[config.mk]
export PLATFORM = sky130hd
export DESIGN_NAME = mux_scan_nbit
export DESIGN_NICKNAME = d
export VERILOG_FILES = /design/src/rtl/mux_scan_nbit.sv
export SDC_FILE = /design/constraint.sdc
export NUM_CORES = 1
export LEC_CHECK = 0
export ABC_AREA = 0
export BUFFER_PORTS_ARGS = -buffer_cell sky130_fd_sc_hd__buf_2
export CAP_MARGIN = 30
export CELL_PAD_IN_SITES_DETAIL_PLACEMENT = 1
export CELL_PAD_IN_SITES_GLOBAL_PLACEMENT = 1
export CORE_ASPECT_RATIO = 1.4
export CORE_UTILIZATION = 44
export DETAILED_ROUTE_END_ITERATION = 7
export GPL_TIMING_DRIVEN = 0
export PLACE_DENSITY = 0.95
export SETUP_SLACK_MARGIN = 0.15
export SLEW_MARGIN = 0
export SYNTH_ARGS = -nofsm -noshare
export SYNTH_HDL_FRONTEND = slang
export SYNTH_SLANG_ARGS = --single-unit
[constraint.sdc]
create_clock -name clk -period 43 [get_ports clk]
set_input_delay 4.3 -clock clk [delete_from_list [all_inputs] [get_ports clk]]
set_output_delay 4.3 -clock clk [all_outputs]
set_load 0.005 [all_outputs]
[src/rtl/mux_scan_nbit.sv]
// -----------------------------------------------------------------------------
// mux_scan_nbit
//
// Purpose:
//   N-channel registered multiplexer with two operating modes.
//     direct (mode = 0): every edge registers channel `sel` onto data_out.
//                        An out-of-range select yields zero data and sel_err.
//     scan   (mode = 1): a small FSM walks the channels enabled in ch_mask in
//                        ascending, wrapping order. Each channel is presented
//                        with a valid/ready handshake and followed by a
//                        programmable dwell gap before the next capture.
//
// Ports:
//   clk        clock, all state changes on the rising edge
//   rst        synchronous reset, active low
//   data_in    N_CH*WIDTH flattened channels, channel i at [i*WIDTH +: WIDTH]
//   sel        channel select used in direct mode
//   mode       0 = direct, 1 = scan
//   ch_mask    per-channel scan enable
//   dwell      idle edges between an accept and the next scan capture
//   ready_in   downstream accept (scan mode only)
//   data_out   registered selected data
//   ch_out     index of the channel currently held in data_out
//   valid_out  data_out / ch_out valid
//   sel_err    direct-mode select is out of range
// -----------------------------------------------------------------------------
module mux_scan_nbit #(
    parameter int N_CH    = 16,
    parameter int WIDTH   = 16,
    parameter int SEL_W   = 5,
    parameter int DWELL_W = 8
) (
    input  logic                  clk,
    input  logic                  rst,
    input  logic [N_CH*WIDTH-1:0] data_in,
    input  logic [SEL_W-1:0]      sel,
    input  logic                  mode,
    input  logic [N_CH-1:0]       ch_mask,
    input  logic [DWELL_W-1:0]    dwell,
    input  logic                  ready_in,
    output logic [WIDTH-1:0]      data_out,
    output logic [SEL_W-1:0]      ch_out,
    output logic                  valid_out,
    output logic                  sel_err
);

    typedef enum logic [1:0] {
        S_IDLE,
        S_CAPTURE,
        S_PRESENT,
        S_DWELL
    } state_t;

    // One extra bit so the range check still works when N_CH == 2**SEL_W.
    localparam logic [SEL_W:0] N_CH_L = (SEL_W+1)'(N_CH);

    state_t               state_q, state_d;
    logic [SEL_W-1:0]     ptr_q,   ptr_d;
    logic [DWELL_W-1:0]   cnt_q,   cnt_d;
    logic [WIDTH-1:0]     data_q,  data_d;
    logic [SEL_W-1:0]     ch_q,    ch_d;
    logic                 valid_q, valid_d;
    logic                 err_q,   err_d;

    logic                 sel_oob;
    logic [WIDTH-1:0]     sel_data;
    logic [WIDTH-1:0]     ptr_data;
    logic [SEL_W-1:0]     first_at_ptr;
    logic [SEL_W-1:0]     first_after_ptr;

    // Channel read by comparing against every constant index, so an
    // out-of-range index simply returns zero instead of slicing past the bus.
    function automatic logic [WIDTH-1:0] pick_channel(
        input logic [N_CH*WIDTH-1:0] bus,
        input logic [SEL_W-1:0]      idx
    );
        logic [WIDTH-1:0] res;
        res = '0;
        for (int i = 0; i < N_CH; i++) begin
            if (idx == SEL_W'(i)) res = bus[i*WIDTH +: WIDTH];
        end
        return res;
    endfunction

    // Lowest enabled channel at or after `start`, wrapping modulo N_CH.
    // Every enabled channel is scored by its wrapped distance from start and
    // the nearest wins; this is a flat single-cycle search for any N_CH.
    // Returns start itself when the mask is empty (callers check the mask).
    function automatic logic [SEL_W-1:0] first_enabled(
        input logic [N_CH-1:0] mask,
        input int              start
    );
        int best;
        int best_d;
        int d;
        best   = start;
        best_d = N_CH;
        for (int i = 0; i < N_CH; i++) begin
            d = (i >= start) ? (i - start) : (i + N_CH - start);
            if (mask[i] && (d < best_d)) begin
                best_d = d;
                best   = i;
            end
        end
        return SEL_W'(best);
    endfunction

    assign sel_oob         = ({1'b0, sel} >= N_CH_L);
    assign sel_data        = pick_channel(data_in, sel);
    assign ptr_data        = pick_channel(data_in, ptr_q);
    assign first_at_ptr    = first_enabled(ch_mask, int'(ptr_q));
    assign first_after_ptr = first_enabled(ch_mask,
                                 (int'(ptr_q) + 1 >= N_CH) ? 0 : int'(ptr_q) + 1);

    // Next-state and next-output logic.
    always_comb begin
        // NOTE: every signal assigned below gets a default first so no path
        // leaves one unassigned; otherwise a latch would be inferred.
        state_d = state_q;
        ptr_d   = ptr_q;
        cnt_d   = cnt_q;
        data_d  = data_q;
        ch_d    = ch_q;
        valid_d = valid_q;
        err_d   = err_q;

        if (!mode) begin
            // Direct mode: the scan engine is parked, any pending scan
            // presentation is simply overwritten.
            state_d = S_IDLE;
            ptr_d   = '0;
            cnt_d   = '0;
            ch_d    = sel;
            if (sel_oob) begin
                data_d  = '0;
                valid_d = 1'b0;
                err_d   = 1'b1;
            end else begin
                data_d  = sel_data;
                valid_d = 1'b1;
                err_d   = 1'b0;
            end
        end else begin
            err_d = 1'b0;
            unique case (state_q)
                S_IDLE: begin
                    valid_d = 1'b0;
                    if (ch_mask != '0) begin
                        ptr_d   = first_at_ptr;
                        state_d = S_CAPTURE;
                    end
                end

                S_CAPTURE: begin
                    if (ch_mask == '0) begin
                        valid_d = 1'b0;
                        state_d = S_IDLE;
                    end else begin
                        data_d  = ptr_data;
                        ch_d    = ptr_q;
                        valid_d = 1'b1;
                        state_d = S_PRESENT;
                    end
                end

                // Outputs hold here regardless of ch_mask / dwell changes;
                // only the handshake moves the FSM on.
                S_PRESENT: begin
                    if (valid_q && ready_in) begin
                        valid_d = 1'b0;
                        cnt_d   = dwell;
                        state_d = S_DWELL;
                    end
                end

                S_DWELL: begin
                    if (ch_mask == '0) begin
                        valid_d = 1'b0;
                        state_d = S_IDLE;
                    end else if (cnt_q != '0) begin
                        cnt_d = cnt_q - DWELL_W'(1);
                    end else begin
                        ptr_d   = first_after_ptr;
                        state_d = S_CAPTURE;
                    end
                end

                default: begin
                    valid_d = 1'b0;
                    state_d = S_IDLE;
                end
            endcase
        end
    end

    // State and output registers, synchronous active-low reset.
    always_ff @(posedge clk) begin
        // NOTE: sequential state uses non-blocking assignments so every
        // register samples the pre-edge values, independent of statement order.
        if (!rst) begin
            state_q <= S_IDLE;
            ptr_q   <= '0;
            cnt_q   <= '0;
            data_q  <= '0;
            ch_q    <= '0;
            valid_q <= 1'b0;
            err_q   <= 1'b0;
        end else begin
            state_q <= state_d;
            ptr_q   <= ptr_d;
            cnt_q   <= cnt_d;
            data_q  <= data_d;
            ch_q    <= ch_d;
            valid_q <= valid_d;
            err_q   <= err_d;
        end
    end

    assign data_out  = data_q;
    assign ch_out    = ch_q;
    assign valid_out = valid_q;
    assign sel_err   = err_q;

endmodule

# After elaboration in Yosys (flattened, before gate mapping)
# Cells that the tools add are included.
# word_totals
ff_bits	38
in_bits	289
out_inout_bits	23
wordCells	387
# classes
add_sub_neg	66
n_lt_le_gt_ge	66
eq_ne	44
n_mux	155
bitwise_logic	1
n_reduce_logical	48
# ops
operator	n
$mux 32	62
$lt 32x32->1	30
$mux 16	36
$mux 5	38
$sub 5x6->7 const A	16
$sub 5x5->6 const A	16
$eq 5x4->1 const B	16
$lt 32x6->1 const B	2
$sub 4x6->7 const A	8
$ge 4x6->1 const A	8
$sub 4x5->6 const A	8
$eq 5x3->1 const B	8
$ge 4x5->1 const A	8
$logic_and 1x1->1	33
$ge 32x6->1 const B	1
$sub 3x6->7 const A	4
$ge 3x6->1 const A	4
$mux 8	3
$sub 3x5->6 const A	4
$eq 5x2->1 const B	4
$ge 3x5->1 const A	4
$ne 17x17->1 const B	1
$logic_not 16->1	1
$pmux 8 s2	1
other kinds (34)	64

# Logic depth before layout (Yosys ltp)
# logic_depth
word_depth	56
ltp_mapped	171
depth_no_buf	156

# Worst setup path after synthesis
# No wires, ideal clock.
# synth_timing
kind	input-to-reg
start	in ch_mask[0]
end	reg ptr_q[1]
setup_ps	87
arrival_ps	30533
t_required_ps	42913
slack_ps	12380
path_stages	140
n_path_buf	14
cell_sequence	clkbuf_1 > inv_1 > a311o_1 > nor2_2 > inv_2 > ha_1 > nand2_1 > nor4_1 > o31a_1 > nor2_1 > clkbuf_1 > nor2_1 > a21oi_1 > ha_1 > and3b_1 > a31o_2 > a221o_1 > o21ai_1 > [104 not listed] > mux2_1 > ha_1 > o21a_1 > o21a_1 > o21ai_0 > nand3_1 > a21boi_0 > a21oi_4 > nand2_1 > o21ai_0 > ha_1 > a21oi_1 > nand2_1 > nand2_1 > a31oi_1 > o2bb2ai_2 > a211oi_1 > o31ai_1
# synth_via
elab_chain_len	50
elab_cells_between_ends	133
classes_between	order compare: 30; eq/ne: 3; mux: 65; reduce/logical: 35
# synth_rtl
item	line_no	text
from (decl)	38	input logic [N_CH-1:0] ch_mask,
$logic_and 1x1->1	100	if (mask[i] && (d < best_d)) begin
$mux 32	100	
$lt 32x32->1	100	
$logic_and 1x1->1	100	
$mux 32	100	
$lt 32x32->1	100	
$logic_and 1x1->1	100	
$mux 32	100	
[34 not listed]	--	
$logic_and 1x1->1	100	
$mux 32	100	
$lt 32x32->1	100	
$logic_and 1x1->1	100	
$mux 5	100	
$mux 5	180	end else if (cnt_q != '0) begin
$mux 5	177	if (ch_mask == '0) begin
$pmux 5 s2	145	unique case (state_q)
to (signal assigned)	210	ptr_q <= ptr_d;
to (decl)	58	logic [SEL_W-1:0] ptr_q, ptr_d;
# Several ways; a longest one is shown, not always the timed one. The select of a mux whose other input is x is not followed.
# A chain may end at the register's enable or synchronous reset.

# Worst setup path in the final report
# layout_timing
start	reg ptr_q[0]
end	reg ptr_q[1]
# layout_via
elab_chain_len	56
elab_cells_between_ends	262
classes_between	add/sub: 65; order compare: 65; eq/ne: 1; mux: 98; reduce/logical: 33
# layout_rtl
item	line_no	text
$add 5x1->6	113	(int'(ptr_q) + 1 >= N_CH) ? 0 : int'(ptr_q) + 1);
$ge 32x6->1	113	
$mux 6	113	
$sub 5x6->7 (tied with other cells)	99	d = (i >= start) ? (i - start) : (i + N_CH - start);
$mux 32	99	
$lt 32x6->1	100	
$logic_and 1x1->1	100	
$mux 32	100	
[40 not listed]	--	
$logic_and 1x1->1	100	
$mux 32	100	
$lt 32x32->1	100	
$logic_and 1x1->1	100	
$mux 5	100	
$mux 5	180	
$mux 5	177	
$pmux 5 s2	145	
# Several ways; a longest one is shown, not always the timed one. The select of a mux whose other input is x is not followed.

==> metrics.md <==
| Metric | Value |
|---|---|
| Relative slew slack | `22.7%` |
| WHS | `a little under 500 ps` |
| Die height | `roughly 230 µm` |
| Most common cell after layout, fill and taps aside | `sky130_fd_sc_hd__nor2_1` |
| Fraction of final layout cells with drive strength greater than 1 | `between 10% and 20%` |
| First drt pass iteration count | `8` |
| Nets | `around 3200` |
| Most common cell type on the critical path | `sky130_fd_sc_hd__nand2_1` |
| Number of port buffers | `just over 300` |
| Clock latency on the worst-skew pair | `~320 ps` |
| Inserted Clock Buffers | `5` |
| Setup TNS | `0 ps` |
| CTS H-tree lvls | `2` |
| First-pass GRT wire length | `roughly 140 mm` |
| Final clock period utilization by the worst path | `between 80 and 90%` |
| Fraction of the yosys area taken by sequential cells | `under 10%` |
| Achievable frequency | `roughly 0.026 GHz` |
| Gr ovfl total | `0` |
| Synth Warn # | `0` |
| Count of final hold-check violations | `0` |
| Max Transition Viols Final | `0` |
| Number of sinks handled by clock tree synthesis | `38` |
| Largest net degree at the start of global routing | `17` |
| Most instantiated flip-flop cell in the synthesis netlist | `sky130_fd_sc_hd__dfxtp_1` |
| Number of post-CTS setup repair buffers | `0` |
| Residual antenna-violating net count after detailed routing | `0` |
| Placeable core region | `around 35000 µm²` |
| Post-synthesis cell area | `~16000 µm²` |
| Startpoint type of the worst setup path | `flip-flop` |
| Number of global-route vias before repair | `approximately 24000` |
| Violated checks | `DRC` |
| Synth unique cells | `103` |
| Total of fill cells in the finished design | `about 5000` |
| Clock-pin slew of the registers on the worst-case setup and hold paths | `around 70 ps` |
| Transition time of the tightest slew-check pin | `roughly 1100 ps` |
| Worst setup skew after layout | `~9.4 ps` |
| RSZ-0062 raised after global routing | `false` |
| Count of maximum capacitance violations | `0` |
| Detailed-route wire length | `approximately 95 mm` |
| Die outline width | `around 160 µm` |
| Number of remaining DRC errors | `2` |
| Arr. time, crit path | `38780 ps` |
| Starting DRC count in detailed routing | `roughly 2400` |
| Final critical delay including setup and external delays | `between 30000 and 40000 ps` |
| Biggest fanout along the worst timing path | `12` |
| CTS Root Cell | `sky130_fd_sc_hd__clkbuf_16` |
| Number of register bits inferred by synthesis | `38` |
| Syn avg cell area | `6.44 µm²` |
| Longest individual stage delay on the worst path | `just under 800 ps` |
| Setup CP Type | `reg2reg` |
| Clock tree from TritonCTS | `done` |
| Number of synthesized flops with an enable pin | `0` |
| Post-CTS Resized | `0` |
| I/O pin count | `around 310` |
| Async set-or-reset flop fraction in the synthesized netlist | `0%` |
| RePlAce Congestion | `~1.1` |
| Worst EP required | `43240 ps` |
| Hold Crit Class | `reg2reg` |
| Kind of capture point of the worst setup path | `flip-flop` |
| Status | `finished, violations left` |
| Vias per Instance | `7.15` |
| Post-Synthesis Cells | `around 2400` |
| Most frequent cells in the layout | `sky130_fd_sc_hd__nor2_1, sky130_fd_sc_hd__buf_2, sky130_fd_sc_hd__a21oi_1` |
| Starting density of the core | `45.0%` |
| Vias after detailed routing | `about 23000` |
| Cell with the biggest individual delay on the critical path | `sky130_fd_sc_hd__o41ai_1` |
| DR WL/cell | `approximately 29 µm` |
| Number of placement rows | `81` |
| Final Setup Violations | `0` |
| Die area | `around 37000 µm²` |
| Maximum clock path buffer count | `2` |
| Area delta synth->final | `15.3%` |
| Antenna violations before repair | `11` |
| Hold-fix buffer count after cts | `0` |
| Fin util | `approximately half` |
| Post-DP HPWL | `around 77 mm` |
| Tot GR Track Use | `51.4%` |
==> registers in the layout, indices dropped and copies added, names as in the netlist, named ones only <==
name,flops
ch_out,5
cnt_q,8
data_out,16
ptr_q,5
sel_err,1
state_q,1
valid_out,1
==> path summary, 6_finish.rpt <==
check,start,to,slack (ps),cells past startpoint
max,ptr_q[0]$_SDFFE_PN0P_,ptr_q[1]$_SDFFE_PN0P_,4460,152
max reg2reg,ptr_q[0]$_SDFFE_PN0P_,ptr_q[1]$_SDFFE_PN0P_,4460,152
min reg2reg,data_out[1]$_SDFFE_PN0P_,data_out[1]$_SDFFE_PN0P_,490,2
min,data_out[1]$_SDFFE_PN0P_,data_out[1]$_SDFFE_PN0P_,490,2
==> metrics by stage <==
stage | instance area [µm²] | cells | setup slack, ps
finish | 18200 | 3243 | 4460
global placement | 17900 | 3220 | 7570
CTS | 18100 | 3231 | 5700
floorplan | 15800 | 2457 | 12380
global route | 18200 | 3239 | 2310
detailed placement | 17900 | 3223 | 5820
==> routing by layer <==
metal	share of wire (%)	global-route usage, %	vias to the layer above
li1	-	-	9866
met1	32	47.8	10938
met2	46	85.6	1586
met3	8.9	14.2	778
met4	14	59.0	8
met5	0.056	0.413	-
==> layout make-up <==
type / count / area, µm² / area share, %
Inverter: 119 / 449 / 2.47
Clock inverter: 3 / 68.8 / 0.379
Sequential cell: 38 / 761 / 4.19
Buffer: 153 / 596 / 3.28
Antenna cell: 8 / 20.0 / 0.110
Multi-Input combinational cell: 2147 / 14000 / 77.1
Tap cell: 456 / 571 / 3.14
Timing Repair Buffer: 314 / 1580 / 8.69
Clock buffer: 5 / 125 / 0.689
==> cells by family after synthesis <==
group / count (synthesis) / synth area share, %
buffers and inverters: 272 / 6.63
AOI/OAI and AO/OA: 949 / 40.6
adders and majority gates: 181 / 14.3
other: 2 / 0.0476
DFF: 38 / 4.83
xor gates and xnor gates: 42 / 2.43
muxes: 77 / 5.31
and+or+nand+nor: 887 / 25.8
==> critical path: cells and delay by family (launching register included) <==
| family | cells | cell delay (ps) |
|---|---|---|
| AO/OA/AOI/OAI | 55 | 13150 |
| AND/OR/NAND/NOR | 46 | 8610 |
| buffers and inverters | 26 | 7690 |
| adder cells (fa/ha/maj) | 17 | 5730 |
| multiplexers | 8 | 2650 |
| flip-flops | 1 | 540 |
==> synth_stat cells, drive strengths merged (30+ instances only) <==
cell type  number  area, µm²
nor3           47        257
nand2         257        965
a31oi          34        228
o21a           30        225
xnor2          34        313
mux2           41        473
nor2b          34        213
a22oi          53        398
mux2i          36        364
nor2          323       1220
dfxtp          38        761
ha            179       2240
clkbuf        132        495
nand3          75        375
o21ai         162        830
a221oi         31        284
a21oi         271       1370
inv           114        430
a211oi        141       1080
Power is left out: the tool's default activity adds up to more than one toggle a clock period on the data nets, which glitch-free logic cannot reach.
